[config.mk]
export PLATFORM = sky130hd
export DESIGN_NAME = controller_l2
export DESIGN_NICKNAME = d
export VERILOG_FILES = /design/src/rtl/controller_l2_pkg.sv /design/src/rtl/controller_l2_counter_en.sv /design/src/rtl/controller_l2.sv
export SDC_FILE = /design/constraint.sdc
export NUM_CORES = 1
export LEC_CHECK = 0
export CAP_MARGIN = 20
export CELL_PAD_IN_SITES_DETAIL_PLACEMENT = 1
export CELL_PAD_IN_SITES_GLOBAL_PLACEMENT = 1
export CORE_MARGIN = 2
export CORE_UTILIZATION = 47
export CTS_CLUSTER_SIZE = 16
export DETAILED_ROUTE_END_ITERATION = 6
export PLACE_DENSITY = 0.83
export SETUP_SLACK_MARGIN = 0.02
export SLEW_MARGIN = 40
export SYNTH_ARGS = -nofsm -noshare
export SYNTH_HDL_FRONTEND = slang
export SYNTH_SLANG_ARGS = --single-unit
[constraint.sdc]
create_clock -name clk -period 6.61 [get_ports clk]
set_clock_uncertainty 0.2 [all_clocks]
set_input_delay 1.322 -clock clk [delete_from_list [all_inputs] [get_ports clk]]
set_output_delay 1.322 -clock clk [all_outputs]
set_load 0.005 [all_outputs]
[src/rtl/controller_l2_pkg.sv]
// Shared definitions for the layer-2 controller blocks.
// Holds the FSM state encoding, the number of filter slots and the
// default geometry of the layer-2 run. No ports.
package controller_l2_pkg;

    localparam int DEF_FILTER_WORDS = 9;
    localparam int DEF_BUFF_WORDS   = 64;
    localparam int DEF_WIN_WORDS    = 9;
    localparam int DEF_MAC_STEPS    = 9;
    localparam int DEF_STRIDE       = 1;
    localparam int DEF_OFM_DEPTH    = 36;

    // Filter memory slots, selected one-hot by wEnFilter.
    localparam int FILTER_SLOTS     = 4;

    typedef enum logic [2:0] {
        S_IDLE,
        S_LOAD_FILTER,
        S_LOAD_BUFF,
        S_WIN_RST,
        S_WIN_LOAD,
        S_MAC,
        S_WRITE,
        S_DONE
    } state_t;

endpackage

[src/rtl/controller_l2_counter_en.sv]
// Generic enabled counter used for every layer-2 controller count.
// Ports:
//   clk, rst  - clock, asynchronous active-low reset
//   en_i      - advance by STEP (wraps to 0 after reaching MAX)
//   clr_i     - synchronous clear, has priority over en_i
//   cnt_o     - current count
//   tc_o      - terminal-count flag (cnt_o == MAX)
module counter_en
    import controller_l2_pkg::*;
#(
    parameter int W    = 6,
    parameter int MAX  = 1,
    parameter int STEP = 1
) (
    input  logic         clk,
    input  logic         rst,
    input  logic         en_i,
    input  logic         clr_i,
    output logic [W-1:0] cnt_o,
    output logic         tc_o
);

    logic [W-1:0] cnt_q;
    logic [W-1:0] cnt_d;

    assign tc_o  = (cnt_q == W'(MAX));
    assign cnt_o = cnt_q;

    // With STEP > 1 the count may never land on MAX; it then simply
    // wraps modulo 2**W, which is what the window base pointer needs.
    always_comb begin
        cnt_d = cnt_q;
        if (clr_i) begin
            cnt_d = '0;
        end else if (en_i) begin
            cnt_d = tc_o ? '0 : cnt_q + W'(STEP);
        end
    end

    always_ff @(posedge clk or negedge rst) begin
        if (!rst) begin
            cnt_q <= '0;
        end else begin
            cnt_q <= cnt_d;
        end
    end

endmodule

[src/rtl/controller_l2.sv]
// Layer-2 convolution controller: loads four kernel slots and the input
// buffer from the layer-1 ofm memories, then for every output pixel resets
// and fills the window, runs the MAC and writes one ofm word.
// Ports:
//   clk, rst (async, active-low), start (run request), in_valid (source word valid)
//   busy, done               - run status / one-cycle completion pulse
//   src_addr                 - layer-1 ofm read address, advances per accepted word
//   wEnFilter, filterCount   - kernel slot write (one-hot) and word index
//   wEnBuff, buffAddress     - buffer write / buffer read address for the window
//   winRst, writeEnwindow    - window clear / window load
//   readEnmac, addEn, macCount - MAC strobes and step index
//   wrofm, ofmaddr           - ofm write strobe and address
// Strobes and their index outputs are registered: each describes the action
// the FSM performed in the previous cycle, so index and strobe always align.
module controller_l2
    import controller_l2_pkg::*;
#(
    parameter int FILTER_WORDS = DEF_FILTER_WORDS,
    parameter int BUFF_WORDS   = DEF_BUFF_WORDS,
    parameter int WIN_WORDS    = DEF_WIN_WORDS,
    parameter int MAC_STEPS    = DEF_MAC_STEPS,
    parameter int STRIDE       = DEF_STRIDE,
    parameter int OFM_DEPTH    = DEF_OFM_DEPTH
) (
    input  logic       clk,
    input  logic       rst,
    input  logic       start,
    input  logic       in_valid,
    output logic       busy,
    output logic       done,
    output logic [7:0] src_addr,
    output logic       wEnBuff,
    output logic       writeEnwindow,
    output logic       readEnmac,
    output logic       addEn,
    output logic       winRst,
    output logic       wrofm,
    output logic [5:0] filterCount,
    output logic [5:0] macCount,
    output logic [5:0] buffAddress,
    output logic [7:0] ofmaddr,
    output logic [3:0] wEnFilter
);

    state_t state_q, state_d;

    logic       busy_q, busy_d, done_q, done_d;
    logic       wEnBuff_q, wEnBuff_d, writeEnwindow_q, writeEnwindow_d;
    logic       readEnmac_q, readEnmac_d, addEn_q, addEn_d;
    logic       winRst_q, winRst_d, wrofm_q, wrofm_d;
    logic [5:0] filterCount_q, filterCount_d, macCount_q, macCount_d;
    logic [5:0] buffAddress_q, buffAddress_d;
    logic [7:0] ofmaddr_q, ofmaddr_d;
    logic [3:0] wEnFilter_q, wEnFilter_d;

    logic [5:0] fcnt, bcnt, wcnt, mcnt, base;
    logic [1:0] slot;
    logic [7:0] src, ocnt;
    logic       fcnt_tc, slot_tc, bcnt_tc, wcnt_tc, mcnt_tc, ocnt_tc;
    logic       src_tc, base_tc;
    logic       unused_tc;

    logic run_clr, in_lf, in_lb, in_wl, in_mac, in_wr;

    assign run_clr = (state_q == S_IDLE) && start;
    assign in_lf   = (state_q == S_LOAD_FILTER);
    assign in_lb   = (state_q == S_LOAD_BUFF);
    assign in_wl   = (state_q == S_WIN_LOAD);
    assign in_mac  = (state_q == S_MAC);
    assign in_wr   = (state_q == S_WRITE);

    assign unused_tc = src_tc ^ base_tc;

    counter_en #(.W(6), .MAX(FILTER_WORDS-1), .STEP(1)) u_fcnt (
        .clk(clk), .rst(rst), .en_i(in_lf && in_valid), .clr_i(run_clr),
        .cnt_o(fcnt), .tc_o(fcnt_tc));

    counter_en #(.W(2), .MAX(FILTER_SLOTS-1), .STEP(1)) u_slot (
        .clk(clk), .rst(rst), .en_i(in_lf && in_valid && fcnt_tc), .clr_i(run_clr),
        .cnt_o(slot), .tc_o(slot_tc));

    counter_en #(.W(6), .MAX(BUFF_WORDS-1), .STEP(1)) u_bcnt (
        .clk(clk), .rst(rst), .en_i(in_lb && in_valid), .clr_i(run_clr),
        .cnt_o(bcnt), .tc_o(bcnt_tc));

    counter_en #(.W(8), .MAX(255), .STEP(1)) u_src (
        .clk(clk), .rst(rst), .en_i((in_lf || in_lb) && in_valid), .clr_i(run_clr),
        .cnt_o(src), .tc_o(src_tc));

    counter_en #(.W(6), .MAX(WIN_WORDS-1), .STEP(1)) u_wcnt (
        .clk(clk), .rst(rst), .en_i(in_wl), .clr_i(run_clr),
        .cnt_o(wcnt), .tc_o(wcnt_tc));

    counter_en #(.W(6), .MAX(MAC_STEPS-1), .STEP(1)) u_mcnt (
        .clk(clk), .rst(rst), .en_i(in_mac), .clr_i(run_clr),
        .cnt_o(mcnt), .tc_o(mcnt_tc));

    counter_en #(.W(8), .MAX(OFM_DEPTH-1), .STEP(1)) u_ocnt (
        .clk(clk), .rst(rst), .en_i(in_wr), .clr_i(run_clr),
        .cnt_o(ocnt), .tc_o(ocnt_tc));

    // Window base: MAX at the 6-bit ceiling so it wraps modulo 64.
    counter_en #(.W(6), .MAX(63), .STEP(STRIDE)) u_base (
        .clk(clk), .rst(rst), .en_i(in_wr), .clr_i(run_clr),
        .cnt_o(base), .tc_o(base_tc));

    always_comb begin
        state_d         = state_q;
        wEnFilter_d     = '0;
        wEnBuff_d       = 1'b0;
        writeEnwindow_d = 1'b0;
        readEnmac_d     = 1'b0;
        addEn_d         = 1'b0;
        winRst_d        = 1'b0;
        wrofm_d         = 1'b0;
        filterCount_d   = '0;
        macCount_d      = '0;
        buffAddress_d   = '0;
        ofmaddr_d       = ocnt;
        done_d          = (state_q == S_DONE);

        case (state_q)
            S_IDLE: begin
                if (start) state_d = S_LOAD_FILTER;
            end
            S_LOAD_FILTER: begin
                filterCount_d = filterCount_q;
                if (in_valid) begin
                    wEnFilter_d   = 4'b0001 << slot;
                    filterCount_d = fcnt;
                    if (fcnt_tc && slot_tc) state_d = S_LOAD_BUFF;
                end
            end
            S_LOAD_BUFF: begin
                buffAddress_d = buffAddress_q;
                if (in_valid) begin
                    wEnBuff_d     = 1'b1;
                    buffAddress_d = bcnt;
                    if (bcnt_tc) state_d = S_WIN_RST;
                end
            end
            S_WIN_RST: begin
                winRst_d = 1'b1;
                state_d  = S_WIN_LOAD;
            end
            S_WIN_LOAD: begin
                writeEnwindow_d = 1'b1;
                buffAddress_d   = base + wcnt;
                if (wcnt_tc) state_d = S_MAC;
            end
            S_MAC: begin
                readEnmac_d = 1'b1;
                addEn_d     = 1'b1;
                macCount_d  = mcnt;
                if (mcnt_tc) state_d = S_WRITE;
            end
            S_WRITE: begin
                wrofm_d = 1'b1;
                state_d = ocnt_tc ? S_DONE : S_WIN_RST;
            end
            S_DONE: begin
                state_d = S_IDLE;
            end
            default: begin
                state_d = S_IDLE;
            end
        endcase

        busy_d = (state_d != S_IDLE);
    end

    always_ff @(posedge clk or negedge rst) begin
        if (!rst) begin
            state_q         <= S_IDLE;
            busy_q          <= 1'b0;
            done_q          <= 1'b0;
            wEnFilter_q     <= '0;
            wEnBuff_q       <= 1'b0;
            writeEnwindow_q <= 1'b0;
            readEnmac_q     <= 1'b0;
            addEn_q         <= 1'b0;
            winRst_q        <= 1'b0;
            wrofm_q         <= 1'b0;
            filterCount_q   <= '0;
            macCount_q      <= '0;
            buffAddress_q   <= '0;
            ofmaddr_q       <= '0;
        end else begin
            state_q         <= state_d;
            busy_q          <= busy_d;
            done_q          <= done_d;
            wEnFilter_q     <= wEnFilter_d;
            wEnBuff_q       <= wEnBuff_d;
            writeEnwindow_q <= writeEnwindow_d;
            readEnmac_q     <= readEnmac_d;
            addEn_q         <= addEn_d;
            winRst_q        <= winRst_d;
            wrofm_q         <= wrofm_d;
            filterCount_q   <= filterCount_d;
            macCount_q      <= macCount_d;
            buffAddress_q   <= buffAddress_d;
            ofmaddr_q       <= ofmaddr_d;
        end
    end

    assign busy          = busy_q;
    assign done          = done_q;
    assign src_addr      = src;
    assign wEnFilter     = wEnFilter_q;
    assign wEnBuff       = wEnBuff_q;
    assign writeEnwindow = writeEnwindow_q;
    assign readEnmac     = readEnmac_q;
    assign addEn         = addEn_q;
    assign winRst        = winRst_q;
    assign wrofm         = wrofm_q;
    assign filterCount   = filterCount_q;
    assign macCount      = macCount_q;
    assign buffAddress   = buffAddress_q;
    assign ofmaddr       = ofmaddr_q;

endmodule

==> results.toml, run 1 <==
[min_path]
worstHoldPathType = "flip-flop to flip-flop"
hp-start = "u_ocnt.cnt_o[1]"
whs_path_depth = 0
min_to = "ofmaddr[1]"

[synthesis]
avgSynthCellArea_um2 = 9.98
yosys_register_bits = 88
synthCells = 427
yosys-top-cells-count = "dfrtp_1, nor2_1, nand2_1"
ys_seq_area_share_pct = 51.7
synth_ff_type = "dfrtp_1"
synthTopCellsByArea = "dfrtp_1, ha_1, nor2_1"
synth_area_leader_cell = "dfrtp_1"
synthArstFlopShare_pct = 100
synth_top_area_share_pct = 51.7
yosysMostFrequentCell = "dfrtp_1"
syn-cell-area_um2 = 4260
ys_types = 64
syn_nets = 451
synth_warnings = 0
synth_edf_count = 0

[clocking]
worstSkewPairLatency_ps = 370
cts_tree = "done"
postCtsSetupBuffers = 0
clk_pin_slew_ps = 90
htreeDepth = 3
ctsResizeCount = 0
numCtsBuffers = 9
cts_num_sinks = 88
ctsHoldBuffers = 0
cts_root_buf = "clkbuf_8"
clockBufferDepth = 2

[flow_run]
cap_violations = 0

[route]
first_pass_iters = 4
ant_nets = 0
drt-initial-drc-count = 122
wirelength_um = 10300
dr_total_vias = 3369
vias_per_cell = 5.75
drc_errors = 0
wl_per_cell_um = 17.5

[grt]
grt_antenna_before_repair = 0
overflow = 0
grt_pass1_wl_um = 17700
grt_max_degree = 89
grt_use_total_pct = 22.2
grt_pass1_vias = 3519

[layout]
diodes = 0
synthToLayoutAreaGrowth_pct = 18.9
drive_above_1_share_pct = 6.28
nNetsFinal = 497
nFillCells = 970
multi_input_area_um2 = 1930
ff_latch_area_um2 = 2200

[worst_setup_path]
r2r_setup_slack_ps = 3660
cp_data_required_time_ps = 6650
worstPathArrival_ps = 3460
r2r_cells = 5
cp_max_fo = 11
worstSetupPathType = "input pin to flip-flop"
worstSetupStartpointType = "input pin"
reg2reg_from = "state_q[0]"
reg2reg_to = "busy"
end_kind = "flip-flop"

[floorplanning]
start_util_pct = 48.6
die_y_um = 99.2
rows = 34
die_w_um = 99.2
core_um2 = 8760
io_pins = 50
fp.dieArea_um2 = 9840

[pwr]
power.clock.fraction_pct = 24.4
combPwrFrac_pct = 31.1
p_int_w = 0.00112
pwr_density_cell_nw_per_um2 = 346
p_leak_nw = 2.30
netSwitchingFraction_pct = 36.3
ir_drop_v = 0.000161
seqPwrFrac_pct = 44.4
p_switching_w = 0.000635

[placed_design]
place_congestion = 0.845
port_buffers = 49
hpwl_um = 7050

[status]
run_status = "finished, final reports clean"

[sta]
hold_slack_ps = 274
period_minus_slack_ps = 3420
max_freq_mhz = 292
hold_viol_final = 0
timing.final.crit_share_pct = 51.8
tightestPinTransition_ps = 753
maxSlewHeadroom_pct = 49.7
finalSetupTns_ps = 0
slew_viol_final = 0
finalSetupViolations = 0
rsz0062_at_grt = "no"
## power groups by stage
stage                     clock [W]  combinational [W]  sequential (W)
after floorplan                   0           0.000364        0.000734
after global placement            0           0.000522        0.000781
after detailed placement          0           0.000551        0.000787
after CTS                  0.000436           0.000557        0.000777
after global routing       0.000455           0.000622        0.000800
final                      0.000428           0.000546        0.000778
## cell type report
type                       instances  share of cell area [%]
sequential                        88                    43.4
multi-input combinational        307                    38.2
timing repair buffer              50                    9.90
clock buffer                      12                    3.06
tap                              108                    2.67
clock inverter                     4                    1.51
inverter                          17                    1.26
## per-layer routing
metal	share of wire [%]	up-vias	track usage, %
li1	-	1602	-
met1	45	1709	28.4
met2	51	44	38.8
met3	2.3	14	3.09
met4	1.5	0	7.59
met5	0	-	0
## stage by stage
stage	cells	util (%)	power, W	instance area (µm²)	setup slack [ps]
6_report	586	57.8	0.00175	5070	3190
5_1_grt	586	57.8	0.00188	5070	3090
4_1_cts	586	57.8	0.00177	5070	3190
3_5_place_dp	570	55.2	0.00134	4830	2810
3_3_place_gp	570	55.1	0.00130	4830	2850
2_1_floorplan	427	-	0.00110	4260	3810
## worst max-delay path: stages
cell and delay (ps):
clkdlybuf4s50_1 420, nor4b_2 170, nor2_1 570, o31ai_1 190
or4_4 450, or3_1 350
## kinds of logic after synthesis
| group | after synthesis | synth area share, % |
|---|---|---|
| AND/OR/NAND/NOR | 171 | 20.7 |
| adder cells (fa/ha/maj) | 20 | 6.05 |
| multiplexers | 7 | 1.64 |
| flip-flops | 88 | 51.7 |
| buffers and inverters | 32 | 3.08 |
| AO/OA/AOI/OAI | 94 | 13.8 |
| XOR/XNOR | 15 | 3.08 |
## placed cells by master, fill, tap and decap left out, types with 6 or more instances in the layout
| cell | count |
|---|---|
| a21oi_1 | 20 |
| and3_1 | 13 |
| nand2_1 | 38 |
| nand3_1 | 21 |
| nand2b_1 | 6 |
| o21ai_1 | 11 |
| o31ai_1 | 9 |
| o21ai_0 | 27 |
| clkbuf_8 | 12 |
| clkdlybuf4s50_1 | 48 |
| or3_1 | 6 |
| dfrtp_1 | 88 |
| ha_1 | 19 |
| inv_1 | 13 |
| xor2_1 | 10 |
| nor2_1 | 51 |
| mux2i_1 | 7 |
## worst max-delay path by stage
stage                         from  endpoint  slack [ps]  cells after the start
after CTS                    start      busy        3190                      6
after global routing         start      busy        3090                      6
final                        start      busy        3190                      6
after global placement       start      busy        2850                      6
after floorplan           in_valid      busy        3810                      5
after detailed placement     start      busy        2810                      6
## flip-flops by register name, indices dropped and copies added (netlist names), 2 cells and up
| signal | count |
|---|---|
| u_slot.cnt_o | 2 |
| ofmaddr | 8 |
| u_fcnt.cnt_o | 6 |
| u_wcnt.cnt_o | 6 |
| filterCount | 6 |
| macCount | 6 |
| u_base.cnt_o | 6 |
| u_ocnt.cnt_o | 8 |
| u_bcnt.cnt_o | 6 |
| wEnFilter | 4 |
| buffAddress | 6 |
| u_src.cnt_o | 8 |
| u_mcnt.cnt_o | 6 |
| state_q | 3 |
Power figures use the tool's default switching activity.
==> run 2: changes to the inputs <==
--- a/config.mk
+++ b/config.mk
@@ -9,10 +9,10 @@
 export CELL_PAD_IN_SITES_DETAIL_PLACEMENT = 1
 export CELL_PAD_IN_SITES_GLOBAL_PLACEMENT = 1
 export CORE_MARGIN = 2
-export CORE_UTILIZATION = 47
+export CORE_UTILIZATION = 39
 export CTS_CLUSTER_SIZE = 16
 export DETAILED_ROUTE_END_ITERATION = 6
-export PLACE_DENSITY = 0.83
+export PLACE_DENSITY = 0.73
 export SETUP_SLACK_MARGIN = 0.02
 export SLEW_MARGIN = 40
 export SYNTH_ARGS = -nofsm -noshare
==> constraint.sdc (replaced) <==
create_clock -name clk -period 2.99 [get_ports clk]
set_clock_uncertainty 0.2 [all_clocks]
set_input_delay 0.598 -clock clk [delete_from_list [all_inputs] [get_ports clk]]
set_output_delay 0.598 -clock clk [all_outputs]
set_load 0.005 [all_outputs]
==> run 2 against run 1 <==
Effect of this change:
- non-clock buffer count increased by 6
- largest cell class unchanged
- via count decreased by 0.27%
- highest routed layer unchanged
- largest power group unchanged
- sequential share of layout area decreased by 0.68 points
- cell area increased by 1.6%
- first-iteration DRC count decreased by 23%
- global-route usage decreased by 3.3 points
- critical endpoint unchanged
- utilization decreased by 9.9 points
- power increased by 120%
- setup slack got worse by 2600 ps
- routed wire length decreased by 1.5%
- sequential cell count unchanged
==> results.toml, run 2 (synthesized netlist as in run 1, its figures left out) <==
[floorplanning]
die_w_um = 109
die_y_um = 109
start_util_pct = 39.7
fp.dieArea_um2 = 11800
rows = 38
core_um2 = 10700
io_pins = 50

[route]
wl_per_cell_um = 16.2
wirelength_um = 10100
ant_nets = 0
drc_errors = 0
dr_total_vias = 3360
first_pass_iters = 4
drt-initial-drc-count = 94
vias_per_cell = 5.38

[pwr]
ir_drop_v = 0.000311
p_leak_nw = 2.33
pwr_density_cell_nw_per_um2 = 750

[clocking]
worstSkewPairLatency_ps = 360
numCtsBuffers = 9
postCtsSetupBuffers = 0
ctsResizeCount = 0
clockBufferDepth = 2
clk_pin_slew_ps = 90
cts_num_sinks = 88
htreeDepth = 3
ctsHoldBuffers = 0
cts_tree = "done"
cts_root_buf = "clkbuf_8"

[grt]
grt_max_degree = 50
overflow = 0
grt_pass1_vias = 3544
grt_use_total_pct = 18.9
grt_antenna_before_repair = 0
grt_pass1_wl_um = 17500

[placed_design]
port_buffers = 49
place_congestion = 0.804
hpwl_um = 7100

[worst_setup_path]
reg2reg_to = "busy"
worstSetupStartpointType = "input pin"
worstSetupPathType = "input pin to flip-flop"
reg2reg_from = "u_fcnt.cnt_o[0]"
r2r_setup_slack_ps = 590
end_kind = "flip-flop"
worstPathArrival_ps = 2460
cp_data_required_time_ps = 3040
cp_max_fo = 11
r2r_cells = 7

[min_path]
worstHoldPathType = "input pin to async pin"

[layout]
nFillCells = 1219
diodes = 0
nNetsFinal = 503
drive_above_1_share_pct = 7.64
layout_common_cells = "dfrtp_1, nor2_1, clkdlybuf4s50_1, nand2_1, o21ai_0"
synthToLayoutAreaGrowth_pct = 20.8
final_util_pct = 47.9
final_common_cell = "dfrtp_1"

[sta]
finalSetupTns_ps = 0
finalSetupViolations = 0
rsz0062_at_grt = "no"
tightestPinTransition_ps = 546
maxSlewHeadroom_pct = 63.6
hold_viol_final = 0
period_minus_slack_ps = 2410
timing.final.crit_share_pct = 80.6
slew_viol_final = 0
max_freq_mhz = 415

[flow_run]
cap_violations = 0

[status]
run_status = "finished, final reports clean"
[run 2: cell count changes in the layout (fill, tap and decap cells not counted)]
cell      previous run  this run
clkbuf_8            12        10
clkinv_2             0         3
buf_4                1         7
buf_12               0         1
clkbuf_1             1         0
clkinv_4             1         0
[run 2: layer usage]
metal  part of all wire, %  routed length (µm)  vias to the layer above  GRT usage (%)
li1                      -                   -                     1602              -
met1                    45                4530                     1708           24.5
met2                    51                5160                       38           32.5
met3                   3.2                 324                       12           3.25
met4                   1.2                 119                        0           5.77
met5                     0                   0                        -              0
[run 2: per-stage QoR]
step	hold WS (ps)	setup WS [ps]	power [W]	area (µm²)	instances
after global placement	231	268	0.00292	4930	608
after CTS	14.2	561	0.00391	5150	624
final	4.14	581	0.00386	5150	624
after detailed placement	235	185	0.00298	4930	608
after global routing	31.6	424	0.00417	5150	624
after floorplan	102	768	0.00243	4260	427
[run 2: worst max-delay path, stage by stage]
cell             delay, ps
clkdlybuf4s50_1        640
nand2_1                300
nor3_1                  80
or4_4                  480
or3_1                  350
[run 2: area by class of cell]
type	instances	area (µm²)	share of cell area [%]
sequential	88	2200	42.8
multi-input combinational	307	1930	37.6
timing repair buffer	56	553	10.7
tap	140	175	3.40
clock buffer	10	138	2.67
clock inverter	6	82.6	1.60
inverter	17	63.8	1.24
[run 2: how the worst max path moves through the flow]
| stage | from | end | slack, ps |
|---|---|---|---|
| 3_3_place_gp | in_valid | busy | 270 |
| 4_1_cts | u_fcnt.cnt_o[0] | busy | 560 |
| 2_1_floorplan | u_fcnt.cnt_o[0] | busy | 770 |
| 3_5_place_dp | in_valid | busy | 180 |
| 5_1_grt | u_mcnt.cnt_o[0] | busy | 420 |
| 6_report | in_valid | busy | 580 |
[run 2: report_power, final]
part / leakage [nW] / switching, W / internal, W / total [W]
Sequential: 1.20 / 0.000300 / 0.00141 / 0.00171
Clock: 0.112 / 0.000427 / 0.000489 / 0.000916
Combinational: 1.02 / 0.000666 / 0.000568 / 0.00123
Total: 2.33 / 0.00139 / 0.00247 / 0.00386
